### src/rtl/tpu_tile_sched.sv
// Host-job scheduler for a TPU core: splits a K x M x N job into 4-column N-tiles
// and launches the core once per tile, tracking busy handshakes and a launch timeout.
module tpu_tile_sched #(
    parameter int unsigned ADDR_BITS = 16,
    parameter int unsigned TIMEOUT   = 16
) (
    input  logic                 clk,
    input  logic                 rst_n,
    input  logic                 start,
    input  logic [7:0]           K,
    input  logic [7:0]           M,
    input  logic [7:0]           N,
    output logic                 busy,
    output logic                 done,
    output logic                 err,
    output logic                 core_in_valid,
    output logic [7:0]           core_K,
    output logic [7:0]           core_M,
    output logic [7:0]           core_N,
    output logic [ADDR_BITS-1:0] b_base,
    output logic [ADDR_BITS-1:0] c_base,
    input  logic                 core_busy
);

    localparam int unsigned CW = $clog2(TIMEOUT + 2);

    typedef enum logic [2:0] {
        S_IDLE,
        S_LAUNCH,
        S_WAIT_BUSY,
        S_WAIT_IDLE,
        S_NEXT,
        S_FINISH
    } state_t;

    state_t                 state_q, state_d;
    logic [7:0]             k_q, k_d;
    logic [7:0]             m_q, m_d;
    logic [7:0]             n_q, n_d;
    logic [6:0]             tiles_q, tiles_d;
    logic [6:0]             tile_q, tile_d;
    logic [CW-1:0]          cnt_q, cnt_d;
    logic                   err_q, err_d;
    logic [ADDR_BITS-1:0]   b_base_q, b_base_d;
    logic [ADDR_BITS-1:0]   c_base_q, c_base_d;
    logic                   legal;

    assign legal = (K != 8'd0) && (M != 8'd0) && (N != 8'd0) &&
                   (K[1:0] == 2'b00) && (M[1:0] == 2'b00);

    always_ff @(posedge clk or negedge rst_n) begin
        if (!rst_n) begin
            state_q  <= S_IDLE;
            k_q      <= '0;
            m_q      <= '0;
            n_q      <= '0;
            tiles_q  <= '0;
            tile_q   <= '0;
            cnt_q    <= '0;
            err_q    <= 1'b0;
            b_base_q <= '0;
            c_base_q <= '0;
        end else begin
            state_q  <= state_d;
            k_q      <= k_d;
            m_q      <= m_d;
            n_q      <= n_d;
            tiles_q  <= tiles_d;
            tile_q   <= tile_d;
            cnt_q    <= cnt_d;
            err_q    <= err_d;
            b_base_q <= b_base_d;
            c_base_q <= c_base_d;
        end
    end

    always_comb begin
        state_d  = state_q;
        k_d      = k_q;
        m_d      = m_q;
        n_d      = n_q;
        tiles_d  = tiles_q;
        tile_d   = tile_q;
        cnt_d    = cnt_q;
        err_d    = err_q;
        b_base_d = b_base_q;
        c_base_d = c_base_q;

        case (state_q)
            S_IDLE: begin
                if (start) begin
                    if (legal) begin
                        k_d      = K;
                        m_d      = M;
                        n_d      = 8'd4;
                        tiles_d  = 7'(({1'b0, N} + 9'd3) >> 2);
                        tile_d   = '0;
                        b_base_d = '0;
                        c_base_d = '0;
                        err_d    = 1'b0;
                        state_d  = S_LAUNCH;
                    end else begin
                        err_d = 1'b1;
                    end
                end
            end
            S_LAUNCH: begin
                cnt_d   = '0;
                state_d = S_WAIT_BUSY;
            end
            S_WAIT_BUSY: begin
                if (core_busy) begin
                    state_d = S_WAIT_IDLE;
                end else if (cnt_q == CW'(TIMEOUT)) begin
                    err_d   = 1'b1;
                    state_d = S_FINISH;
                end else begin
                    cnt_d = cnt_q + CW'(1);
                end
            end
            S_WAIT_IDLE: begin
                if (!core_busy) state_d = S_NEXT;
            end
            S_NEXT: begin
                // Bases advance by K/M per tile, so they always equal tile*K and tile*M.
                if ((tile_q + 7'd1) < tiles_q) begin
                    tile_d   = tile_q + 7'd1;
                    b_base_d = b_base_q + ADDR_BITS'(k_q);
                    c_base_d = c_base_q + ADDR_BITS'(m_q);
                    state_d  = S_LAUNCH;
                end else begin
                    state_d = S_FINISH;
                end
            end
            S_FINISH: begin
                state_d = S_IDLE;
            end
            default: begin
                state_d = S_IDLE;
            end
        endcase
    end

    assign busy          = (state_q == S_LAUNCH) || (state_q == S_WAIT_BUSY) ||
                           (state_q == S_WAIT_IDLE) || (state_q == S_NEXT);
    assign done          = (state_q == S_FINISH);
    assign core_in_valid = (state_q == S_LAUNCH);
    assign err           = err_q;
    assign core_K        = k_q;
    assign core_M        = m_q;
    assign core_N        = n_q;
    assign b_base        = b_base_q;
    assign c_base        = c_base_q;

endmodule

### config.mk
export PLATFORM = sky130hd
export DESIGN_NAME = tpu_tile_sched
export DESIGN_NICKNAME = d
export VERILOG_FILES = /design/src/rtl/tpu_tile_sched.sv
export SDC_FILE = /design/constraint.sdc
export NUM_CORES = 1
export LEC_CHECK = 0
export CORE_UTILIZATION = 50
export DETAILED_ROUTE_END_ITERATION = 10
export GPL_ROUTABILITY_DRIVEN = 0
export GPL_TIMING_DRIVEN = 0
export PLACE_DENSITY = 0.78
export RECOVER_POWER = 100
export SLEW_MARGIN = 15
export SYNTH_ARGS = -nofsm -noshare
export SYNTH_HDL_FRONTEND = slang
export SYNTH_SLANG_ARGS = --single-unit
### constraint.sdc
create_clock -name clk -period 6.1 [get_ports clk]
set_input_delay 1.22 -clock clk [delete_from_list [all_inputs] [get_ports clk]]
set_output_delay 1.22 -clock clk [all_outputs]
set_load 0.01 [all_outputs]
After elaboration in Yosys (flattened, before gate mapping) --
Index checks and enable logic that the tools add are counted.
Cells by class: equality and inequality tests 14, add/sub/neg operators 5, multiplexer cells 25, magnitude comparators 1, reductions and logical operators 21
Operator list (number):
- $mux W16 | 4
- $pmux W16 S2 | 2
- $add A16 B8 Y16 | 2
- $reduce_bool A8 Y1 | 3
- $mux W7 | 3
- $mux W3 | 6
- $pmux W3 S5 | 1
- $ne A2 B2 Y1 const B | 7
- $pmux W7 S2 | 1
- $reduce_and A4 Y1 | 3
- $mux W5 | 2
- $pmux W5 S2 | 1
- $add A8 B2 Y9 const B | 1
- $add A7 B1 Y7 const B | 1
- $lt A7 B7 Y1 | 1
- $eq A3 B2 Y1 const B | 2
- $eq A3 B3 Y1 const B | 2
- $reduce_and A3 Y1 | 2
- $reduce_bool A2 Y1 | 3
- $add A5 B1 Y5 const B | 1
- $eq A5 B5 Y1 const B | 1
- $logic_and A1 B1 Y1 | 4
- $logic_not A2 Y1 | 2
- $mux W1 | 4
- other kinds (5) | 7
Storage, ports and cells: output and inout port bits 60, register bits after elaboration 72, input bits 28

Depth between registers and ports, before layout --
Gate-level depths: netlist of run 1.
depth after elaboration 8, gate-level depth with buffers 13

Worst setup path before layout of run 1 --
OpenSTA, ideal clock, no wires.
path kind input -> register, start input M[1], end register b_base_q[3] (netlist: b_base[3]), slack 3.257 ns, arrival 2.722 ns, required time 5.978 ns, stages 7, cells stage by stage or4_4 -> nor3_4 -> nand4b_2 -> and2_1 -> buf_6 -> buf_2 -> a32o_1
On the way: word-level cells in the longest chain between the ends 7, elaborated cells on any way between the ends 8, those cells by class 1 x eq/ne; 7 x reduce/logical
Ends and longest elaborated chain:
- start: declaration | RTL line 11 | input logic [7:0] M,
- $reduce_bool A8 Y1 | RTL line 48 | assign legal = (K != 8'd0) && (M != 8'd0) && (N != 8'd0) &&
- $logic_and A1 B1 Y1 (3 in series) | RTL line 48
- $logic_and A1 B1 Y1 (*) | RTL line 49 | (K[1:0] == 2'b00) && (M[1:0] == 2'b00);
- $ne A2 B2 Y1 (no line) (*)
- $reduce_and A4 Y1 (no line) (*)
- end signal: assignment | RTL line 72 | b_base_q <= b_base_d;
- end: declaration | RTL line 44 | logic [ADDR_BITS-1:0] b_base_q, b_base_d;
Every way passes the cells marked *; elsewhere a longest branch is shown, timed or not. A chain may end at the register's enable or synchronous reset.

Final worst setup path of run 1 --
start input M[3], end register tile_q[3]
On the way: word-level cells in the longest chain between the ends 7
Ends and longest elaborated chain:
- $reduce_bool A8 Y1 | RTL line 48
- $logic_and A1 B1 Y1 (3 in series) | RTL line 48
- $logic_and A1 B1 Y1 | RTL line 49
- $ne A2 B2 Y1 (no line)
- $reduce_and A4 Y1 (no line)
- end signal: assignment | RTL line 69 | tile_q <= tile_d;
- end: declaration | RTL line 41 | logic [6:0] tile_q, tile_d;
Every way passes these cells.

==> results of run 1 <==
==> per-layer routing <==
layer  vias to the layer above  GRT usage (%)  share of wire (%)
met5                         -              0                  0
met4                         0          8.590                1.7
met3                        12          3.883                3.7
met2                        90          39.23                 47
met1                      1739          33.58                 47
li1                       1733              -                  -
==> worst max path at each step <==
| stage | endpoint | slack [ps] |
|---|---|---|
| 3_3_place_gp | cnt_q[1] | 1340 |
| 3_5_place_dp | tile_q[2] | 2440 |
| 4_1_cts | core_in_valid | 2650 |
| 2_1_floorplan | b_base[3] | 3260 |
| 6_report | tile_q[3] | 2440 |
| 5_1_grt | tile_q[1] | 2290 |
==> worst register-to-register path: cells and delay by family, from the launching register on <==
family	cells	cell delay (ps)
buffers and inverters	3	1040
adders and majority gates	2	560
AOI/OAI and AO/OA	4	700
xor gates and xnor gates	1	160
DFF	1	430
and+or+nand+nor	3	390
==> state kept, by name, summed over array words and instances, names as in the netlist <==
name	flops
c_base	16
cnt_q	5
core_N	1
core_K	8
state_q	3
b_base	16
err	1
core_M	8
tiles_q	7
tile_q	7
==> cells by family (layout without fill, tap and decap cells) <==
logic type / Yosys count / after routing / synth area share (%)
mux: 24 / 24 / 6.063
fa+ha+maj: 27 / 27 / 8.341
buf+inv: 38 / 135 / 4.466
compound gates: 111 / 111 / 18.37
xor+xnor: 21 / 21 / 4.348
flops: 72 / 72 / 42.59
other cells: 1 / 7 / 0.08865
simple gates: 126 / 126 / 15.74
==> power breakdown <==
group | internal, uW | switching (uW) | total, uW
Sequential | 647 | 161 | 808
Clock | 188 | 175 | 362
Combinational | 524 | 562 | 1090
==> layout by cell type, fill, tap and decap left out, drive strengths merged, types with 4 or more instances in the layout <==
cell type	count
a31oi	5
a21oi	17
mux2	13
nor4	6
o2111ai	4
buf	10
o21ai	26
a21o	9
a211oi	4
clkdlybuf4s50	24
mux2i	11
o31ai	6
ha	25
and3	8
inv	15
o211ai	4
nand3	15
xor2	10
nor2	15
a22o	14
nand2	40
dfrtp	72
nor3	10
and2	9
nand2b	5
conb	7
xnor2	11
clkbuf	27
dlygate4sd3	55
==> final cells by class <==
cell class	instances	area (um^2)	share of cell area, %
inverter	15	56.30	1.051
clock buffer	12	135.1	2.523
clock inverter	4	45.04	0.8411
timing repair buffer	81	822.0	15.35
buffer	23	115.1	2.150
multi-input combinational	316	2248	41.99
sequential	72	1802	33.64
tap	105	131.4	2.453
==> through the flow <==
stage	setup slack, ps	instances	utilization (%)	instance area (um^2)	hold slack (ps)
final	2438	628	65.17	5355	461.9
after CTS	2646	628	65.60	5390	473.8
after floorplan	3257	426	-	4253	442.1
after global placement	1341	611	63.10	5185	452.0
after global routing	2293	628	65.17	5355	476.2
after detailed placement	2443	612	63.41	5210	454.3
==> impl_results.md, run 1 <==
* Status: complete, but fails checks
* Failing checks: max-capacitance violations, max-slew violations
* RR Endpoint: tile_q[3]
* Number of diodes at 0
* Mean Syn Cell Area at 10.07 um^2
* Worst Hold Launch: core_N[2]
* Post-DP HPWL at 7529 um
* Post-DRT Antenna Nets at 0
* Hold Vio Cnt, Final at 0
* # DRC at 0
* Overall power at 2256 uW
* Layout Nets at 573
* Synth top area share at 42.59%
* Core Area at 0.008217 mm^2
* Pins over their slew limit at 26
* Critical path class: input pin to register
* TritonRoute pass-1 iters at 4
* Critical path's slowest cell: dlygate4sd3_1
* Stages on worst setup path at 8
* Layout overhead on the synthesized area at 26.59%
* CTS buffer count at 9
* PwrDens at 421.2 mW/mm^2
* Most instantiated cells after synthesis: 72 x dfrtp_1, 40 x nand2_1, 26 x o21ai_0, 25 x ha_1, 17 x a21oi_1
* Buffer and inverter count on the worst path at 3
* Global-route wire length before repair at 16780 um
* Core Rows at 33
* Starting Density at 51.48%
* Post-synth EDFFs at 0
* Leakage at 0.002586 uW
* Asr flop ratio synth at 100.0%
* Crit path DAT at 3940 ps
* Worst hold endpoint: core_N[2]
* Top cells by area, synth: dfrtp_1 43%, ha_1 7.4%, nand2_1 3.5%
* Top-count cell post-synth: dfrtp_1
* Post-CTS setup buffers at 0
* TNS Setup at 0 ps
* Die Height at 93.98 um
* Unrepaired setup endpoints after global routing: no
* CP top delay family: buffers and inverters
* Crit-path cells: dlygate4sd3_1, nor4_1, a22oi_1, nand4b_1, and2_0, clkbuf_1, clkbuf_1, a22o_1
* I/O Pins at 88
* Yosys reg bits at 72
* Vias/cell at 5.691
* Fin crit share at 60.03%
* Cell Area, Synth at 0.004230 mm^2
* Type of the tightest min-delay check: register to register
* CTS max path bufs at 2
* Fraction of layout cells with a size suffix above 1 at 7.457%
* Clock Pin Slew Worst Setup and Hold Paths at 80 ps
* Seq/Total Area, Yosys at 42.59%
* Cell taking the most area after synthesis: dfrtp_1
* Top FF cell, synth: dfrtp_1
* CTS Sinks at 72
* Reg-to-reg startpoint: tile_q[0]
* DR vias at 3574
* GR Overflow Total at 0
* CTS tree: built
* Minimum clock period after layout at 3662 ps
* Critical-path maximum fanout at 10
* CTS H-tree lvls at 3
* PortBufs at 80
* Cts hold-fix bufs at 0
* Final setup violation count at 0
* Die area at 0.008832 mm^2
* Cell variety after synth at 56
* Tot GR Track Use at 24.48%
* Worst R2R Setup Slack at 2760 ps
* Cells on worst reg2reg path at 13
* Synth Warn # at 0
* Die width at 93.98 um
* Clk_skew at 7.863 ps
* Largest net degree at the start of global routing at 48
* Worst Hold Depth at 1
* CP dominant cell by count: clkbuf_1
* WL/cell at 15.72 um
* VDD IR max at 0.3201 mV
* Critical path launch point: M[3]
* Worst-Skew Late Latency at 340 ps
* Vias in the first global route at 3467
* Synthesized netlist cell count at 420
* Req. time, crit path at 6380 ps
* Initial drt markers at 107
* Max Freq at 273.1 MHz
* Resize count post-CTS at 0
* Worst-margin pin slew at 1526 ps
* Rel. slew slack at -1.726%
* Worst Setup End Kind: register
* Antenna violations before repair at 0
* Root Driver: clkbuf_8
* Crit path largest cell delay at 560 ps
* # fillers at 677
* Nature of the critical path startpoint: input pin
* Final wirelength at 9873 um
* Max-Cap Viols at 1
Note: power is estimated with default switching activity, not from simulation.
==> run 2: changes to the inputs <==
==> constraint.sdc (replaced) <==
create_clock -name clk -period 3.6 [get_ports clk]
set_input_delay 0.72 -clock clk [delete_from_list [all_inputs] [get_ports clk]]
set_output_delay 0.72 -clock clk [all_outputs]
set_load 0.01 [all_outputs]
==> run 2 against run 1 <==
  * The run now ends clean
  * Register-to-register slack worse by 2400 ps
  * Total power is 70% higher
  * Core utilization is 0.15 points lower
  * Combinational power rose by 69%
  * Worst hold slack hardly changed
  * Final area is 0.23% lower
  * Critical endpoint is now c_base[5]
  * Highest routed layer unchanged
==> impl_results.md, run 2 (synthesis results as in run 1) <==
* Status: completed
* Net Switching at 1529 uW (+70%)
* Die Height at 93.98 um (unchanged)
* Post-DP HPWL at 7529 um (unchanged)
* VDD IR max at 0.5410 mV (+69%)
* Nature of the critical path startpoint: register
* Combinational fraction of design power at 48.2% (about the same)
* Crit path DAT at 3470 ps (-470 ps)
* Cts hold-fix bufs at 0 (unchanged)
* Worst hold endpoint: core_N[2]
* Crit-path cells: ha_1, nand3_1, xnor2_1, ha_1, a211oi_1, o2111ai_1, a21o_1, clkbuf_1, and2_0, clkbuf_1, clkbuf_2, o31ai_1
* Design Area, Final at 0.005343 mm^2 (-0.23%)
* Layout overhead on the synthesized area at 26.29%
* Most frequent cells in the layout: 72 x dfrtp_1, 54 x dlygate4sd3_1, 40 x nand2_1, 26 x o21ai_0
* Worst-margin pin slew at 1382 ps (-143.6 ps)
* Antenna violations before repair at 0 (unchanged)
* DR vias at 3562 (-0.34%)
* # fillers at 675 (-0.30%)
* TritonRoute pass-1 iters at 5 (+1)
* Fraction of layout cells with a size suffix above 1 at 8.031% (+0.57 points)
* Routed met3 length at 389 um (+6.3%)
* RR Endpoint: c_base[5]
* Minimum clock period after layout at 3229 ps
* Highest Signal Layer: met4
* Cells on worst reg2reg path at 12 (-1)
* # DRC at 0 (unchanged)
* Fin crit share at 89.69%
* Vias/cell at 5.672 (-0.34%)
* Req. time, crit path at 3840 ps (-2540 ps)
* Buffer and inverter count on the worst path at 3 (unchanged)
* CTS max path bufs at 2 (unchanged)
* Type of the tightest min-delay check: register to register
* WL/cell at 15.73 um (about the same)
* Tot GR Track Use at 24.48% (unchanged)
* Switching Fraction at 39.92% (+0.12 points)
* Final setup violation count at 0 (unchanged)
* Reg-to-reg startpoint: tile_q[0]
* Critical-path maximum fanout at 10 (unchanged)
* Critical path's slowest cell: dfrtp_1
* PortBufs at 80 (unchanged)
* Vias in the first global route at 3467 (unchanged)
* Flop pwr share at 35.8% (about the same)
* Unrepaired setup endpoints after global routing: no
* Clock Pin Slew Worst Setup and Hold Paths at 80 ps (about the same)
* Dpl cell area at 0.005210 mm^2 (unchanged)
* CTS buffer count at 9 (unchanged)
* Commonest non-fill, non-tap cell in the layout: dfrtp_1
* DRT met1 WL at 4667 um (+0.32%)
* Max-Cap Viols at 0 (-1)
* CTS tree: built
* Number of diodes at 0 (unchanged)
* Internal power at 2301 uW (+69%)
* Pins over their slew limit at 0 (-100%)
* Final Hold Slack at 461.9 ps (-0.05100 ps)
* Die width at 93.98 um (unchanged)
* Clk_skew at 6.802 ps (-1.061 ps)
* Resize count post-CTS at 0 (unchanged)
* Core Rows at 33 (unchanged)
* Layout Nets at 573 (unchanged)
* Crit path largest cell delay at 430 ps (-130 ps)
* Worst Setup End Kind: register
* Worst Hold Depth at 1 (unchanged)
* TNS Setup at 0 ps (unchanged)
* CTS H-tree lvls at 3 (unchanged)
* Root Driver: clkbuf_8
* Routed wl met2 at 4700 um (+0.23%)
* Post-DRT Antenna Nets at 0 (unchanged)
* Worst R2R Setup Slack at 370 ps (-2390 ps)
* Core Area at 0.008217 mm^2 (unchanged)
* Max Freq at 309.7 MHz
* Clk network pwr share at 16.1% (about the same)
* GR Overflow Total at 0 (unchanged)
* Critical path class: register to register
* Post-CTS setup buffers at 0 (unchanged)
* Global-route wire length before repair at 16780 um (unchanged)
* Die area at 0.008832 mm^2 (unchanged)
* Largest net degree at the start of global routing at 48 (unchanged)
* Final wirelength at 9880 um (about the same)
* Rel. slew slack at 7.847% (+9.6 points)
* I/O Pins at 88 (unchanged)
* PwrDens at 717.0 mW/mm^2 (+70%)
* Worst Hold Launch: core_N[2]
* Worst-Skew Late Latency at 340 ps (about the same)
* Starting Density at 51.48% (unchanged)
* CP top delay family: compound AO/OA/AOI/OAI gates
* CTS Sinks at 72 (unchanged)
* Initial drt markers at 117 (+9.3%)
* Hold Vio Cnt, Final at 0 (unchanged)
* Leakage at 0.002587 uW (about the same)
[run 2: worst max-delay path by stage]
stage                         start    endpoint  slack, ps  depth (start not counted)
after CTS                 tile_q[0]   c_base[8]        480                         11
final                     tile_q[0]   c_base[5]        370                         12
after global routing      tile_q[0]  b_base[12]        100                         11
after global placement        rst_n    cnt_q[1]       -660                          1
after detailed placement       M[3]   tile_q[2]        440                          7
after floorplan           tile_q[0]   b_base[3]        980                         12
[run 2: area by class of cell]
type | instances | area, um^2 | area share, %
clock inverter | 4 | 45.04 | 0.8431
tap | 105 | 131.4 | 2.459
buffer | 23 | 117.6 | 2.201
clock buffer | 12 | 135.1 | 2.529
inverter | 15 | 56.30 | 1.054
multi-input combinational | 316 | 2256 | 42.22
sequential | 72 | 1802 | 33.72
timing repair buffer | 81 | 799.5 | 14.96
[run 2: worst register-to-register path: cells and delay by family (launching register included)]
family / cells / cell delay, ps
XOR/XNOR: 1 / 220
AO/OA/AOI/OAI: 4 / 1000
flip-flops: 1 / 430
AND/OR/NAND/NOR: 2 / 340
buffers and inverters: 3 / 640
adder cells (fa/ha/maj): 2 / 510
[run 2: metal layers]
metal	vias to the layer above	track usage, %
met4	0	8.590
met1	1731	33.58
met3	9	3.883
met2	94	39.23
li1	1728	-
met5	-	0
[run 2: metrics by stage]
step,utilization [%],std cells,worst slack [ps],total power (uW)
global placement,63.10,611,-659.2,3248
CTS,65.60,628,483.6,3946
finish,65.02,628,371.3,3831
floorplan,-,426,977.8,2521
global route,65.02,628,97.63,4143
detailed placement,63.41,612,442.5,3320
[run 2: power groups by stage]
stage	clock (uW)	sequential [uW]	combinational, uW
2_1_floorplan	0	1420	1100
3_3_place_gp	0	1380	1870
3_5_place_dp	0	1390	1930
4_1_cts	628	1380	1940
5_1_grt	662	1410	2070
6_report	616	1370	1840
